==> src/rtl/multi_channel_delay_line.sv <==
// ============================================================================
// Module      : multi_channel_delay_line
// Description : CH-lane shift delay line with run-time depth (0..MAX_DEPTH)
//               and valid/ready handshake on both sides. Optional drain of
//               the stored samples is compiled in with DELAY_LINE_FLUSH_EN.
// Revision    : 1.0 - initial release
// ============================================================================
`default_nettype none

module multi_channel_delay_line #(
  parameter int WIDTH     = 8,
  parameter int CH        = 1,
  parameter int MAX_DEPTH = 32,
  parameter int DEPTH_W   = $clog2(MAX_DEPTH + 1)
) (
  input  logic                  clk,
  input  logic                  rst,
  input  logic                  clr,
  input  logic [DEPTH_W-1:0]    depth,
  input  logic                  in_vld,
  output logic                  in_rdy,
  input  logic [CH*WIDTH-1:0]   din,
  output logic                  out_vld,
  input  logic                  out_rdy,
  output logic [CH*WIDTH-1:0]   dout,
  output logic [DEPTH_W-1:0]    fill
`ifdef DELAY_LINE_FLUSH_EN
  ,
  input  logic                  flush,
  output logic                  out_last
`endif
);

  localparam logic [DEPTH_W-1:0] c_max_depth = DEPTH_W'(MAX_DEPTH);

`ifdef DELAY_LINE_FLUSH_EN
  typedef enum logic [1:0] {S_FILL = 2'd0, S_RUN = 2'd1, S_FLUSH = 2'd2} state_t;
`else
  typedef enum logic [1:0] {S_FILL = 2'd0, S_RUN = 2'd1} state_t;
`endif

  state_t                r_state, w_state_nxt;
  logic [DEPTH_W-1:0]    r_fill, w_fill_nxt;
  logic [DEPTH_W-1:0]    r_depth_q;
  logic                  r_out_vld, w_vld_nxt;
  logic [CH*WIDTH-1:0]   r_dout, w_dout_nxt;
  logic [CH*WIDTH-1:0]   r_sr [MAX_DEPTH];

  logic [DEPTH_W-1:0]    w_depth_clamp, w_depth_eff;
  logic                  w_depth_ld, w_space, w_pop, w_accept;
  logic                  w_in_flush, w_flushing, w_inject, w_shift;
  logic                  w_filling, w_load;
  logic [CH*WIDTH-1:0]   w_shift_data, w_tap;

`ifdef DELAY_LINE_FLUSH_EN
  logic                  r_out_last, w_last_nxt;
  logic [DEPTH_W-1:0]    r_flush_cnt, w_cnt_nxt;
  assign w_in_flush = (r_state == S_FLUSH);
  assign out_last   = r_out_last;
`else
  assign w_in_flush = 1'b0;
`endif

  // Depth is only re-sampled while the line is empty, so the live value is
  // used in the very cycle it loads.
  assign w_depth_clamp = (depth > c_max_depth) ? c_max_depth : depth;
  assign w_depth_ld    = clr | ((r_fill == '0) & !r_out_vld);
  assign w_depth_eff   = w_depth_ld ? w_depth_clamp : r_depth_q;

  assign w_space      = !r_out_vld | out_rdy;
  assign w_pop        = r_out_vld & out_rdy;
  assign in_rdy       = rst & !clr & !w_in_flush & w_space;
  assign w_accept     = in_vld & in_rdy;
  assign w_flushing   = w_in_flush & !clr;
  assign w_inject     = w_flushing & w_space;
  assign w_shift      = w_accept | w_inject;
  assign w_shift_data = w_flushing ? '0 : din;
  assign w_filling    = (r_fill < w_depth_eff);
  assign w_load       = w_shift & !w_filling;

  assign out_vld = r_out_vld;
  assign dout    = r_dout;
  assign fill    = r_fill;

  // Zero depth taps the incoming sample directly.
  always_comb begin
    w_tap = w_shift_data;
    for (int k = 0; k < MAX_DEPTH; k++) begin
      if (w_depth_eff == DEPTH_W'(k + 1)) w_tap = r_sr[k];
    end
  end

  always_ff @(posedge clk or negedge rst) begin
    if (!rst) begin
      for (int k = 0; k < MAX_DEPTH; k++) r_sr[k] <= '0;
    end else if (w_shift) begin
      r_sr[0] <= w_shift_data;
      for (int k = 1; k < MAX_DEPTH; k++) r_sr[k] <= r_sr[k-1];
    end
  end

  always_comb begin
    w_state_nxt = r_state;
    w_fill_nxt  = r_fill;
    w_vld_nxt   = r_out_vld;
    w_dout_nxt  = r_dout;
`ifdef DELAY_LINE_FLUSH_EN
    w_last_nxt  = r_out_last;
    w_cnt_nxt   = r_flush_cnt;
`endif
    if (w_load) begin
      w_vld_nxt  = 1'b1;
      w_dout_nxt = w_tap;
`ifdef DELAY_LINE_FLUSH_EN
      w_last_nxt = 1'b0;
`endif
    end else if (w_pop) begin
      w_vld_nxt  = 1'b0;
`ifdef DELAY_LINE_FLUSH_EN
      w_last_nxt = 1'b0;
`endif
    end
    if (w_shift && w_filling) w_fill_nxt = r_fill + DEPTH_W'(1);

    case (r_state)
`ifdef DELAY_LINE_FLUSH_EN
      S_FLUSH: begin
        if (w_load) begin
          w_cnt_nxt = r_flush_cnt - DEPTH_W'(1);
          if (r_flush_cnt == DEPTH_W'(1)) begin
            w_last_nxt  = 1'b1;
            w_fill_nxt  = '0;
            w_state_nxt = (r_depth_q == '0) ? S_RUN : S_FILL;
          end
        end
      end
`endif
      default: begin
        w_state_nxt = (w_fill_nxt == w_depth_eff) ? S_RUN : S_FILL;
`ifdef DELAY_LINE_FLUSH_EN
        if (flush && (r_fill != '0)) begin
          w_state_nxt = S_FLUSH;
          w_cnt_nxt   = w_fill_nxt;
        end
`endif
      end
    endcase

    if (clr) begin
      w_fill_nxt  = '0;
      w_vld_nxt   = 1'b0;
      w_state_nxt = (w_depth_clamp == '0) ? S_RUN : S_FILL;
`ifdef DELAY_LINE_FLUSH_EN
      w_last_nxt  = 1'b0;
`endif
    end
  end

  always_ff @(posedge clk or negedge rst) begin
    if (!rst) begin
      r_state     <= S_FILL;
      r_fill      <= '0;
      r_depth_q   <= '0;
      r_out_vld   <= 1'b0;
      r_dout      <= '0;
`ifdef DELAY_LINE_FLUSH_EN
      r_out_last  <= 1'b0;
      r_flush_cnt <= '0;
`endif
    end else begin
      r_state     <= w_state_nxt;
      r_fill      <= w_fill_nxt;
      r_depth_q   <= w_depth_eff;
      r_out_vld   <= w_vld_nxt;
      r_dout      <= w_dout_nxt;
`ifdef DELAY_LINE_FLUSH_EN
      r_out_last  <= w_last_nxt;
      r_flush_cnt <= w_cnt_nxt;
`endif
    end
  end

endmodule

`default_nettype wire

==> config.mk <==
export PLATFORM = sky130hd
export DESIGN_NAME = multi_channel_delay_line
export DESIGN_NICKNAME = d
export VERILOG_FILES = /design/src/rtl/multi_channel_delay_line.sv
export SDC_FILE = /design/constraint.sdc
export NUM_CORES = 1
export LEC_CHECK = 0
export CAP_MARGIN = 0
export CORE_MARGIN = 8
export CORE_UTILIZATION = 45
export DETAILED_ROUTE_END_ITERATION = 10
export HOLD_SLACK_MARGIN = 0.05
export PLACE_DENSITY_LB_ADDON = 0.08
export SLEW_MARGIN = 30
export SYNTH_ARGS = -nofsm -noshare
export SYNTH_HDL_FRONTEND = slang
export SYNTH_SLANG_ARGS = --single-unit
export TNS_END_PERCENT = 5
==> constraint.sdc <==
create_clock -name clk -period 11.1 [get_ports clk]
set_clock_uncertainty 0.2 [all_clocks]
set_input_delay 2.775 -clock clk [delete_from_list [all_inputs] [get_ports clk]]
set_output_delay 2.775 -clock clk [all_outputs]
set_load 0.05 [all_outputs]
# == Word-level counts from Yosys, hierarchy flattened ==
# Cells that the tools add are included.
# op_classes
n_addsub,1
n_mux,39
eq_ne,32
bitwise,8
reduce_logical,7
magnitude_cmp,2
# ops
op,count
8-bit 2-to-1 mux,32
"6-bit by 5-bit == test with 1-bit output, second input constant",16
"6-bit by 4-bit == test with 1-bit output, second input constant",8
"6-bit by 3-bit == test with 1-bit output, second input constant",4
6-bit 2-to-1 mux,4
"6-bit by 2-bit == test with 1-bit output, second input constant",2
"6-bit by 1-bit adder with 6-bit output, second input constant",1
1-bit bitwise AND,6
"6-bit by 1-bit == test with 1-bit output, second input constant",1
"6-bit == test, second input constant",1
"6-bit greater-than comparator, second input constant",1
6-bit zero test,1
6-bit < comparator,1
1-bit zero test,3
1-bit 2-to-1 mux,3
3-bit nonzero test,1
1-bit OR,2
2-bit nonzero test,1
1-bit logical AND,1
# totals
register_bits,277
output_inout_bits,16
input_bits,19
elab_cells,125

# == Longest topological paths before layout ==
# depth
ltp_word,37
depth_mapped,19
mapped_depth_nobuf,16

# == Worst setup path after synthesis ==
# OpenSTA, ideal clock, no wires.
# synth_path
path_kind,input-to-output
from,in out_rdy
to,out in_rdy
setup_slack_ps,4075
path_buffers,0
arrival_ps,4050
required_ps,8125
stages,2
path_cell_list,nor2b_1 nor3b_1
# synth_between
elab_chain_len,2
# synth_rtl
item,line,source
start: declaration,24,"input logic out_rdy,"
1-bit OR,70,assign w_space = !r_out_vld | out_rdy;
1-bit bitwise AND,72,assign in_rdy = rst & !clr & !w_in_flush & w_space;
end: declaration,21,"output logic in_rdy,"
# No other way between the ends.

# == Worst setup path in the final report ==
# layout_path
from,in clr
to,out in_rdy
# layout_between
elab_chain_len,3
# layout_rtl
item,line,source
start: declaration,18,"input logic clr,"
1-bit zero test,--,
1-bit bitwise AND (2 in a row),72,
# No other way between the ends.

==> results.py <==
metrics = {
    "outcome": {
        "outcome": "finished, final reports clean",
    },
    "synthesis": {
        "synth_cell_types": 83,
        "ys_seq_area_share_pct": 48.0,
        "syn-num-nets": 1833,
        "ys_dominant_reg_cell": "dfrtp_1",
        "netlist_area_um2": 14400,
        "syn_avg_cell_area_um2": 7.99,
        "synth-seq-cells": 277,
        "synth_enable_flop_cells": 0,
        "yosysWarnings": 0,
        "syn_inst": 1807,
        "async_flop_share_pct": 100,
    },
    "clocking": {
        "cts_tree": "done",
        "htree_levels": 1,
        "clk_path_buf_depth": 3,
        "numCtsBuffers": 30,
        "clk_latency_ps": 580,
        "post_cts_resized": 0,
        "ctsHoldBuffers": 0,
        "clkTransAtPathRegs_ps": 60,
        "clock-sinks": 277,
        "cts_root_buf": "clkbuf_16",
        "post-cts-setup-buffer-count": 0,
    },
    "floorplanning": {
        "die_x_um": 195,
        "fp-row-count": 65,
        "fp.dieArea_um2": 38100,
        "io_pins": 35,
        "fp.coreArea_um2": 31600,
        "die_y_um": 195,
        "initial_core_util_pct": 45.8,
    },
    "layout": {
        "instances_no_fill": 2219,
        "fin_nets": 1819,
        "postLayoutCellArea_um2": 16100,
        "final_util_pct": 50.9,
        "diodes": 0,
        "area_growth_pct": 11.3,
        "drive_above_1_share_pct": 6.38,
    },
    "timing": {
        "finalHoldViolCount": 0,
        "holdWs_ps": 279,
        "rsz0062_at_grt": "no",
        "tns_ps": 0,
        "finalCritPeriodShare_pct": 71.6,
        "clock.fmax_mhz": 126,
        "tightest_slew_ps": 923,
        "drv_slew": 0,
        "setup_violations": 0,
        "period_minus_slack_ps": 7940,
        "max_slew_margin_pct": 36.8,
    },
    "power": {
        "p_leak_uw": 0.00809,
        "power_density_nw_per_um2": 166,
        "peakVddDrop_mv": 0.140,
    },
    "worst_setup_path": {
        "critPathSlowestCell": "clkdlybuf4s50_1",
        "worstReg2RegEnd": "dout[7]",
        "worstPathMaxFanout": 16,
        "worst_setup_path_end_kind": "primary output",
        "r2r_cells": 17,
        "worstSetupStartpointType": "input pin",
        "reg2reg_slack_ps": 5860,
        "arrival_ps": 4970,
        "cp.required_ps": 8120,
        "crit_type": "input pin to primary output",
        "critPathMaxStageDelay_ps": 910,
        "rr_startpoint": "fill[0]",
        "crit_chain": "clkdlybuf4s50_1 > nor3b_1 > clkdlybuf4s50_1",
        "worst_path_most_repeated_cell": "clkdlybuf4s50_1",
    },
    "route": {
        "routedWlPerCell_um": 20.9,
        "route.detailed.drc": 0,
        "drtIter0Drc": 1592,
        "post_drt_via_cell_ratio": 5.83,
        "wl_um": 46300,
        "dr.pass1.iters": 6,
        "num_vias": 12900,
        "antenna_left": 0,
    },
    "placed_design": {
        "dp.cells": 2163,
        "gp_congestion": 0.891,
        "hpwl_um": 30800,
        "placed_cell_area_um2": 15000,
        "numPortBuffers": 34,
    },
    "global_route": {
        "grt_overflow": 0,
        "antenna_found_initial": 0,
        "grt_max_degree": 101,
        "grt_pass1_wl_um": 72600,
        "track_usage_pct": 23.9,
        "grt_pass1_vias": 12100,
    },
    "run": {
        "drv_cap": 0,
    },
    "min_path": {
        "min_from": "r_sr[108]",
        "min_path_type": "flop to flop",
        "hold_end": "r_sr[100]",
        "hold_depth": 2,
    },
}
[worst max path at each step]
stage | start | endpoint | slack [ps]
after floorplan | out_rdy | in_rdy | 4070
after global placement | clr | in_rdy | 3210
after detailed placement | clr | in_rdy | 3160
after CTS | clr | in_rdy | 3160
after global routing | clr | in_rdy | 3050
final | clr | in_rdy | 3160
[layout by cell type (no fill, tap or decap), types with 24 or more instances in the layout]
cell,count
dfrtp_1,277
a21oi_1,61
o22ai_1,25
clkbuf_16,31
inv_1,24
o21ai_0,71
clkdlybuf4s50_1,33
nor2_1,76
mux2i_1,26
nand2_1,831
[per-layer routing]
metal	GRT usage [%]	vias up	share of wire [%]
li1	-	6048	-
met5	0	-	0
met4	6.79	0	2.8
met3	4.99	82	8.4
met1	35.0	6284	46
met2	35.1	529	43
[power breakdown]
group / leakage (uW) / switching [uW] / internal, uW / total, uW
Sequential: 0.00378 / 110 / 1120 / 1230
Combinational: 0.00379 / 256 / 126 / 381
Clock: 0.000517 / 423 / 631 / 1050
[cells in the mapped netlist, types with 6 or more instances]
| cell | instances | share of area, % |
|---|---|---|
| nor2_1 | 77 | 2.0 |
| mux2_4 | 6 | 0.62 |
| o22ai_1 | 25 | 1.1 |
| clkbuf_1 | 74 | 1.9 |
| mux2_2 | 12 | 0.94 |
| dfrtp_1 | 277 | 48 |
| a221oi_1 | 11 | 0.67 |
| nor2b_1 | 14 | 0.61 |
| a222oi_1 | 8 | 0.55 |
| o21ai_0 | 71 | 2.5 |
| ha_1 | 7 | 0.61 |
| nand3_1 | 21 | 0.73 |
| nor4_1 | 6 | 0.26 |
| o21a_1 | 6 | 0.31 |
| mux2i_1 | 28 | 1.9 |
| nor3_1 | 21 | 0.73 |
| o221ai_1 | 12 | 0.73 |
| and2_1 | 9 | 0.39 |
| a31oi_1 | 16 | 0.69 |
| a211oi_1 | 7 | 0.36 |
| a21oi_1 | 61 | 2.1 |
| o21ai_1 | 6 | 0.21 |
| a22oi_1 | 14 | 0.73 |
| nand2b_1 | 9 | 0.39 |
| nand2_1 | 832 | 22 |
| buf_2 | 18 | 0.62 |
| a221o_1 | 6 | 0.42 |
| o211ai_1 | 13 | 0.68 |
| inv_1 | 24 | 0.62 |
[registers in the layout, indices dropped and copies added (netlist names)]
name       flops
dout           8
fill           6
out_vld        1
r_depth_q      6
r_sr         256
[stage by stage]
stage | setup WS [ps] | total power [uW]
after floorplan | 4070 | 1450
after global placement | 3210 | 1610
after detailed placement | 3160 | 1620
after CTS | 3160 | 2680
after global routing | 3050 | 2780
final | 3160 | 2660
[cells by family after synthesis]
group	count (synthesis)	synth area share (%)
DFF	277	48.0
AOI/OAI and AO/OA	320	15.1
buffers and inverters	129	3.86
muxes	47	3.60
adders and majority gates	7	0.606
xor gates and xnor gates	5	0.303
and+or+nand+nor	1022	28.5
[layout make-up]
class,instances,area (um^2)
inverters,26,97.6
flip-flops and latches,277,6930
clock inverters,11,133
fillers,3060,15500
multi-input cells,1401,6970
clock buffers,45,908
repair buffers,57,526
well taps,402,503
[worst max-delay path, delay by kind of cell]
family                 cells  cell delay [ps]
buffers and inverters      2             1610
and+or+nand+nor            1              580
Note: power is estimated with default switching activity, not from simulation.
